--- config.mk ---
export PLATFORM = sky130hd
export DESIGN_NAME = load_store_unit
export DESIGN_NICKNAME = d
export VERILOG_FILES = /design/src/rtl/load_store_unit.sv
export SDC_FILE = /design/constraint.sdc
export NUM_CORES = 1
export LEC_CHECK = 0
export CAP_MARGIN = 20
export CORE_AREA = 2 2 150 152
export DETAILED_ROUTE_END_ITERATION = 10
export DIE_AREA = 0 0 152 154
export PLACE_DENSITY_LB_ADDON = 0.15
export SYNTH_ARGS = -nofsm -noshare
export SYNTH_HDL_FRONTEND = slang
export SYNTH_SLANG_ARGS = --single-unit
--- constraint.sdc ---
create_clock -name clk -period 6.8 [get_ports clk]
set_clock_uncertainty 0.15 [all_clocks]
set_input_delay 1.36 -clock clk [delete_from_list [all_inputs] [get_ports clk]]
set_output_delay 1.36 -clock clk [all_outputs]
set_load 0.03 [all_outputs]
--- src/rtl/load_store_unit.sv ---
// Load/store unit: turns one execute-stage memory request into one or two
// word-aligned bus beats, merging and extending split loads.
module load_store_unit #(
    parameter int ADDR_WIDTH = 32,
    parameter int DATA_WIDTH = 32
) (
    input  logic                  clk,
    input  logic                  rst,
    input  logic                  req_valid,
    output logic                  req_ready,
    input  logic                  MemWrite,
    input  logic [1:0]            length,
    input  logic                  signExt,
    input  logic [ADDR_WIDTH-1:0] addr,
    input  logic [DATA_WIDTH-1:0] wdata,
    output logic                  done,
    output logic [DATA_WIDTH-1:0] rdata,
    output logic                  mem_req,
    output logic                  mem_we,
    output logic [3:0]            mem_be,
    output logic [ADDR_WIDTH-1:0] mem_addr,
    output logic [DATA_WIDTH-1:0] mem_wdata,
    input  logic [DATA_WIDTH-1:0] mem_rdata,
    input  logic                  mem_ack
);

    typedef enum logic [1:0] {
        IDLE  = 2'b00,
        BEAT0 = 2'b01,
        BEAT1 = 2'b10,
        DONE  = 2'b11
    } state_t;

    state_t                  state_q;
    logic                    we_q;
    logic                    sext_q;
    logic [1:0]              len_q;
    logic [1:0]              off_q;
    logic [DATA_WIDTH-1:0]   wdata_q;
    logic [DATA_WIDTH-1:0]   lo_q;
    logic                    ready_q;
    logic                    done_q;
    logic                    mem_req_q;
    logic                    mem_we_q;
    logic [3:0]              mem_be_q;
    logic [ADDR_WIDTH-1:0]   mem_addr_q;
    logic [DATA_WIDTH-1:0]   mem_wdata_q;
    logic [DATA_WIDTH-1:0]   rdata_q;

    logic                    split_d;
    logic                    finish_d;
    logic [DATA_WIDTH-1:0]   load_res_d;

    function automatic logic [3:0] mask_f(input logic [1:0] len);
        case (len)
            2'b00:   mask_f = 4'b0001;
            2'b01:   mask_f = 4'b0011;
            default: mask_f = 4'b1111;
        endcase
    endfunction

    // A half splits only at offset 3; a word splits at any non-zero offset.
    function automatic logic split_f(input logic [1:0] len, input logic [1:0] off);
        case (len)
            2'b00:   split_f = 1'b0;
            2'b01:   split_f = (off == 2'b11);
            default: split_f = (off != 2'b00);
        endcase
    endfunction

    function automatic logic [3:0] be_lo_f(input logic [1:0] len, input logic [1:0] off);
        be_lo_f = mask_f(len) << off;
    endfunction

    function automatic logic [3:0] be_hi_f(input logic [1:0] len, input logic [1:0] off);
        be_hi_f = mask_f(len) >> (3'd4 - {1'b0, off});
    endfunction

    function automatic logic [31:0] lane_lo_f(input logic [31:0] d, input logic [1:0] off);
        lane_lo_f = d << {off, 3'b000};
    endfunction

    function automatic logic [31:0] lane_hi_f(input logic [31:0] d, input logic [1:0] off);
        lane_hi_f = d >> {(3'd4 - {1'b0, off}), 3'b000};
    endfunction

    // Realign {hi, lo} so the addressed byte sits in lane 0, then extend.
    function automatic logic [31:0] merge_f(input logic [31:0] hi, input logic [31:0] lo,
                                            input logic [1:0] off, input logic [1:0] len,
                                            input logic zext);
        logic [31:0] v;
        v = (lo >> {off, 3'b000}) | (hi << {(3'd4 - {1'b0, off}), 3'b000});
        case (len)
            2'b00:   merge_f = zext ? {24'h000000, v[7:0]} : {{24{v[7]}}, v[7:0]};
            2'b01:   merge_f = zext ? {16'h0000, v[15:0]} : {{16{v[15]}}, v[15:0]};
            default: merge_f = v;
        endcase
    endfunction

    // Completion decode and load result for the beat being acknowledged.
    always_comb begin
        split_d    = split_f(len_q, off_q);
        finish_d   = 1'b0;
        load_res_d = 32'h0000_0000;
        if (state_q == BEAT1) begin
            finish_d   = mem_ack;
            load_res_d = merge_f(mem_rdata, lo_q, off_q, len_q, sext_q);
        end else if (state_q == BEAT0) begin
            finish_d   = mem_ack & ~split_d;
            load_res_d = merge_f(32'h0000_0000, mem_rdata, off_q, len_q, sext_q);
        end else begin
            finish_d   = 1'b0;
            load_res_d = 32'h0000_0000;
        end
    end

    // Access sequencer with all bus and result outputs registered.
    always_ff @(posedge clk or posedge rst) begin
        if (rst) begin
            state_q     <= IDLE;
            we_q        <= 1'b0;
            sext_q      <= 1'b0;
            len_q       <= 2'b00;
            off_q       <= 2'b00;
            wdata_q     <= 32'h0000_0000;
            lo_q        <= 32'h0000_0000;
            ready_q     <= 1'b1;
            done_q      <= 1'b0;
            mem_req_q   <= 1'b0;
            mem_we_q    <= 1'b0;
            mem_be_q    <= 4'b0000;
            mem_addr_q  <= 32'h0000_0000;
            mem_wdata_q <= 32'h0000_0000;
            rdata_q     <= 32'h0000_0000;
        end else begin
            done_q <= 1'b0;
            case (state_q)
                IDLE: begin
                    if (req_valid) begin
                        we_q        <= MemWrite;
                        sext_q      <= signExt;
                        len_q       <= length;
                        off_q       <= addr[1:0];
                        wdata_q     <= wdata;
                        ready_q     <= 1'b0;
                        mem_req_q   <= 1'b1;
                        mem_we_q    <= MemWrite;
                        mem_be_q    <= be_lo_f(length, addr[1:0]);
                        mem_addr_q  <= {addr[ADDR_WIDTH-1:2], 2'b00};
                        mem_wdata_q <= lane_lo_f(wdata, addr[1:0]);
                        state_q     <= BEAT0;
                    end else begin
                        ready_q <= 1'b1;
                        state_q <= IDLE;
                    end
                end
                BEAT0: begin
                    if (mem_ack) begin
                        lo_q <= mem_rdata;
                    end else begin
                        lo_q <= lo_q;
                    end
                    if (mem_ack && split_d) begin
                        mem_be_q    <= be_hi_f(len_q, off_q);
                        mem_addr_q  <= mem_addr_q + 32'd4;
                        mem_wdata_q <= lane_hi_f(wdata_q, off_q);
                        state_q     <= BEAT1;
                    end else begin
                        state_q <= BEAT0;
                    end
                end
                BEAT1: begin
                    state_q <= BEAT1;
                end
                DONE: begin
                    ready_q <= 1'b1;
                    state_q <= IDLE;
                end
                default: begin
                    ready_q   <= 1'b1;
                    mem_req_q <= 1'b0;
                    state_q   <= IDLE;
                end
            endcase
            // Last beat acknowledged: release the bus and publish the result.
            if (finish_d) begin
                state_q     <= DONE;
                done_q      <= 1'b1;
                mem_req_q   <= 1'b0;
                mem_we_q    <= 1'b0;
                mem_be_q    <= 4'b0000;
                mem_addr_q  <= 32'h0000_0000;
                mem_wdata_q <= 32'h0000_0000;
                if (!we_q) begin
                    rdata_q <= load_res_d;
                end else begin
                    rdata_q <= rdata_q;
                end
            end else begin
                rdata_q <= rdata_q;
            end
        end
    end

    assign req_ready = ready_q;
    assign done      = done_q;
    assign rdata     = rdata_q;
    assign mem_req   = mem_req_q;
    assign mem_we    = mem_we_q;
    assign mem_be    = mem_be_q;
    assign mem_addr  = mem_addr_q;
    assign mem_wdata = mem_wdata_q;

endmodule

# Word-level counts from Yosys, hierarchy flattened
# Cells that the tools add are included.
[totals]
register_bits = 176
latchBits = 0
mem_bits_rw = 0
romBits = 0
output_inout_bits = 104
word_cells = 94
memories = 0
[classes]
n_addsub = 2
n_mul = 0
div = 0
magnitude_cmp = 0
n_eq_ne = 8
shifts = 8
n_mux = 42
bitwise = 5
reduce_logical = 14
[op_table]
columns = ["op", "count"]
rows = [
  ["2-to-1 mux 32 bit", 12],
  ["case mux 32 bit (2 select lines)", 4],
  ["bitwise OR 32 bit", 2],
  [">> shifter 32 x 5 -> 32 bit", 2],
  ["adder 32 x 3 -> 32 bit (second input constant)", 1],
  ["<< shifter 1 x 6 -> 32 bit (first input constant)", 1],
  ["<< shifter 32 x 5 -> 32 bit", 1],
  ["<< shifter 32 x 6 -> 32 bit", 1],
  [">> shifter 32 x 6 -> 32 bit", 1],
  ["2-to-1 mux 4 bit", 7],
  ["case mux 4 bit (2 select lines)", 3],
  ["2-to-1 mux 1 bit", 11],
  ["case mux 2 bit (4 select lines)", 1],
  ["AND reduction 2 bit", 4],
  ["nonzero test 2 bit", 4],
  ["equality test 2 x 1 -> 1 bit (second input constant)", 3],
  ["equality test 2 bit (second input constant)", 3],
  ["logical NOT 2 bit", 3],
  ["2-to-1 mux 2 bit", 2],
  ["case mux 1 bit (2 select lines)", 2],
  ["<< shifter 4 x 2 -> 4 bit", 1],
  [">> shifter 4 x 3 -> 4 bit", 1],
  ["inequality test 3 x 2 -> 1 bit (second input constant)", 1],
  ["inequality test 3 bit (second input constant)", 1],
  ["6 further kinds", 7],
]

# Logic depth before layout (Yosys ltp)
[depth]
word_depth = 9
depth_mapped = 13
mapped_depth_nobuf = 7

# Least setup slack after synthesis
# OpenSTA, ideal clock, no wires.
[synth_path]
kind = "input to register"
start = "in mem_ack"
end = "reg rdata_q[10], in the netlist rdata[10]"
setup_ps = 126
arrival_time_ps = 2560
slack_ps = 3964
path_stages = 6
n_path_buf = 2
path_cell_list = "nor2b_1 -> nand4_1 -> and2_4 -> buf_2 -> buf_2 -> a221o_1"
[synth_via]
elab_chain_cells = 4
[synth_lines]
columns = ["item", "line", "rtl"]
rows = [
  ["start: declaration", "24", "input logic mem_ack"],
  ["bitwise AND 1 bit", "109", "finish_d = mem_ack & ~split_d;"],
  ["2-to-1 mux 1 bit", "108", "end else if (state_q == BEAT0) begin"],
  ["2-to-1 mux 1 bit (*)", "105", "if (state_q == BEAT1) begin"],
  ["AND reduction 2 bit (no line) (*)", "-", ""],
  ["end signal: assignment", "195", "rdata_q <= load_res_d;"],
  ["end signal: assignment", "197", "rdata_q <= rdata_q;"],
  ["end signal: assignment", "200", "rdata_q <= rdata_q;"],
  ["end: declaration", "48", "logic [DATA_WIDTH-1:0] rdata_q;"],
]
# Mark *: on every way between the ends. The rest lies on a longest branch, timed or not.
# A chain may end at the register's enable or synchronous reset.

# Worst setup path in the final report
[layout_path]
start = "reg off_q[1]"
end = "reg mem_wdata_q[4], in the netlist mem_wdata[4]"
[layout_via]
elab_chain_cells = 8
word_cells_on_any_way = 17
cone_classes = "add/sub (1); eq/ne (3); shift (1); mux (6); bitwise (2); reduce/logical (4)"
[layout_lines]
columns = ["item", "line", "rtl"]
rows = [
  ["start: declaration", "38", "logic [1:0] off_q;"],
  ["start signal: assignment", "143", "off_q <= addr[1:0];"],
  ["branches (longest 8 deep; another with subtractor 3 x 2 -> 3 bit)", "-", ""],
  ["end signal: assignment", "150", "mem_wdata_q <= lane_lo_f(wdata, addr[1:0]);"],
  ["end signal: assignment", "166", "mem_wdata_q <= lane_hi_f(wdata_q, off_q);"],
  ["end: declaration", "47", "logic [DATA_WIDTH-1:0] mem_wdata_q;"],
]
# Several ways; the timed one is not identified. The select of a mux whose other input is x is not followed.

==> metrics.cfg <==
[clocking]
htreeDepth=4
cts_sinks=174
cts_resized=0
cts_tree=built
post_cts_buffers=0
cts_buffers=17
cts_root_buf=clkbuf_16
clkTransAtPathRegs_ns=0.07
worst_skew_pair.late_latency_ns=0.45
hold_buffers=0
cts.path.max_buffers=2

[critical_path]
path_class=reg2reg
crit_family=compound AO/OA/AOI/OAI gates
cp_slowest_cell=dfrtp_2
reg2reg_to=mem_wdata[4]
rrSetupSlack_ns=2.15
cp.required_ns=7.01
crit_path_cell_trace=inv_1 > ha_1 > nand2b_1 > a2111o_1 > nand2b_1 > buf_4 > o21ai_1 > o21ai_0
crit_fanout=43
critPathLaunchType=flip-flop
ff2ff_path_depth=8
r2r_start=off_q[1]
path_buf_inv=2
cpPeakStageDelay_ns=1.07
critPathArrivalTime_ns=4.86
critPathMostFrequentCell=nand2b_1
endpoint_kind=flip-flop

[timing]
setup_viol=0
maxSlewHeadroom_pct=24.97
clock.fmax_ghz=0.2151
worst_slew_pin_slew_ns=1.125
fin_crit_ns=4.648
rsz0062_at_grt=false
layout_worst_path_cycle_share_pct=68.36
finalHoldViolCount=0
finalSetupTns_ns=0
setup_slack_ns=2.152
timing_max_transition_violations_final=0

[synth]
yosysUniqueCellTypes=72
synth_edf_count=0
ys_top_cells_by_area=dfrtp_1 (40%), mux2i_1 (8.5%), nand2_1 (7.0%), mux2_2 (4.9%), a21oi_1 (3.5%)
yosysTopAreaCell=dfrtp_1
syn_inst=1214
async_flop_share_pct=100.0
synthDominantCellAreaShare_pct=40.10
yosys_warnings=0
syn_area_per_cell_um2=8.892
synth_seq_area_share_pct=40.35
synth.most_common_cell=nand2_1
ys.flop_type=dfrtp_1
ys_ff_latch=174
synth_commonest_cells=nand2_1 (200), dfrtp_1 (173), nor2_1 (96)
netlist_area_mm2=0.01080

[grt]
grt_pass1_wl_um=58200
antenna_found_initial=0
track_usage_pct=31.22
grt_use_met1_pct=40.67
grt_overflow=0
grt_pass1_vias=10400
grt_max_degree=84
grt_use_met2_pct=50.88
grt.busiest_layer=met2
grt_use_met3_pct=5.919

[route]
ant_nets=0
wirelength_um=37070
wire_per_inst_um=22.51
initialDrtViolationCount=1001
vias=10510
viasPerCell=6.379
drc=0
firstDrtPassIters=5

[power]
power.density_mw_per_mm2=515.5
p_leak_uw=0.005617
max-vdd-ir-drop_v=0.0002533

[run]
cap_violations=0

[hold_path]
worstHoldPathType=reg2reg
hp-start=req_ready
whs_path_depth=2
holdPathEnd=req_ready

[layout]
drive_above_1_share_pct=8.193
n_antenna_cell=0
final_cell_area_mm2=0.01348
fillers=1879
areaGrowthSynthToFinish_pct=24.90
fin_nets=1465
final_cells=1647

[place]
placed_area_mm2=0.01287
gp_congestion=0.9630
dp.cells=1615
hpwl_um=25270
port_buffers=205
dp_slack_ns=2.246

[die]
fp.dieH_um=154
initial_core_util_pct=49.78
coreArea_mm2=0.02169
dieArea_mm2=0.02341
rows=54
io_pins=208
die-width_um=152

[outcome]
status=finished clean

==> flip-flops by register name, summed over array words and instances (netlist names), 2 cells and up <==
name       flops
mem_be         4
mem_wdata     32
len_q          2
mem_addr      30
off_q          2
lo_q          32
state_q        2
wdata_q       32
rdata         32
==> through the flow <==
| stage | hold slack, ns | power (uW) | utilization [%] |
|---|---|---|---|
| 5_1_grt | 0.3432 | 7333 | 62.17 |
| 4_1_cts | 0.3170 | 6897 | 62.17 |
| 6_report | 0.3180 | 6951 | 62.17 |
| 3_3_place_gp | 0.3050 | 5783 | 59.35 |
| 2_1_floorplan | 0.2917 | 4555 | - |
| 3_5_place_dp | 0.3094 | 5835 | 59.35 |
==> worst max path at each step <==
stage | from | end | slack, ns | cells past startpoint
after floorplan | rst | done | 0.57 | 1
after global placement | off_q[1] | mem_wdata[3] | 2.37 | 8
after detailed placement | off_q[1] | mem_wdata[2] | 2.25 | 8
after CTS | off_q[1] | mem_wdata[0] | 2.23 | 8
after global routing | off_q[1] | mem_wdata[4] | 1.85 | 8
final | off_q[1] | mem_wdata[4] | 2.15 | 8
==> layer usage <==
layer	vias to the layer above	wire length, um
li1	4730	-
met1	5097	15220
met2	569	17580
met3	111	2832
met4	0	1441
met5	-	0
==> area by class of cell <==
class	instances	area, um2	area share [%]
timing repair buffer	219	2157	16.00
multi-input combinational	922	5924	43.94
clock buffer	19	432.9	3.211
clock inverter	13	177.7	1.318
sequential	174	4360	32.34
tap	280	350.3	2.598
inverter	20	80.08	0.5939
==> cells by family (layout without fill, tap and decap cells) <==
logic type	Yosys count	count (layout)	synth area share, %
xor+xnor	2	2	0.1623
simple gates	415	415	17.84
fa+ha+maj	7	7	0.8113
other cells	1	2	0.03474
flops	174	174	40.35
compound gates	356	356	22.33
buf+inv	119	271	4.833
mux	140	140	13.64
==> layout by cell type, fill, tap and decap left out, drive strengths merged, types with 5 or more instances in the layout <==
master / Yosys / routed
and4: 5 / 5
o2bb2ai: 13 / 13
nor2: 97 / 97
a32oi: 19 / 19
o211ai: 6 / 6
a211oi: 36 / 36
a221oi: 15 / 15
ha: 7 / 7
and3: 12 / 12
o21ai: 78 / 78
o22ai: 30 / 30
buf: 54 / 14
clkbuf: 45 / 19
nor4: 19 / 19
mux2: 47 / 47
nor2b: 23 / 23
a221o: 12 / 12
nor3: 11 / 11
nand2: 200 / 200
a22oi: 19 / 19
mux2i: 92 / 92
nand4: 6 / 6
inv: 19 / 25
a21oi: 77 / 77
nand3: 14 / 14
a22o: 19 / 19
a31oi: 7 / 7
and2: 9 / 9
dfrtp: 173 / 173
clkdlybuf4s50: 0 / 205
==> power breakdown <==
part | switching (uW) | leakage (uW) | internal [uW]
combinational | 2320 | 0.00312 | 1530
clock | 462 | 0.000297 | 589
sequential | 538 | 0.00220 | 1500
total | 3320 | 0.00562 | 3630
==> worst reg2reg max path: stages (launching register included) <==
cell	delay [ns]
dfrtp_2	1.07
inv_1	0.44
ha_1	0.44
nand2b_1	0.50
a2111o_1	0.84
nand2b_1	0.34
buf_4	0.30
o21ai_1	0.25
o21ai_0	0.24
No activity file was read; power rests on OpenSTA's default activity.
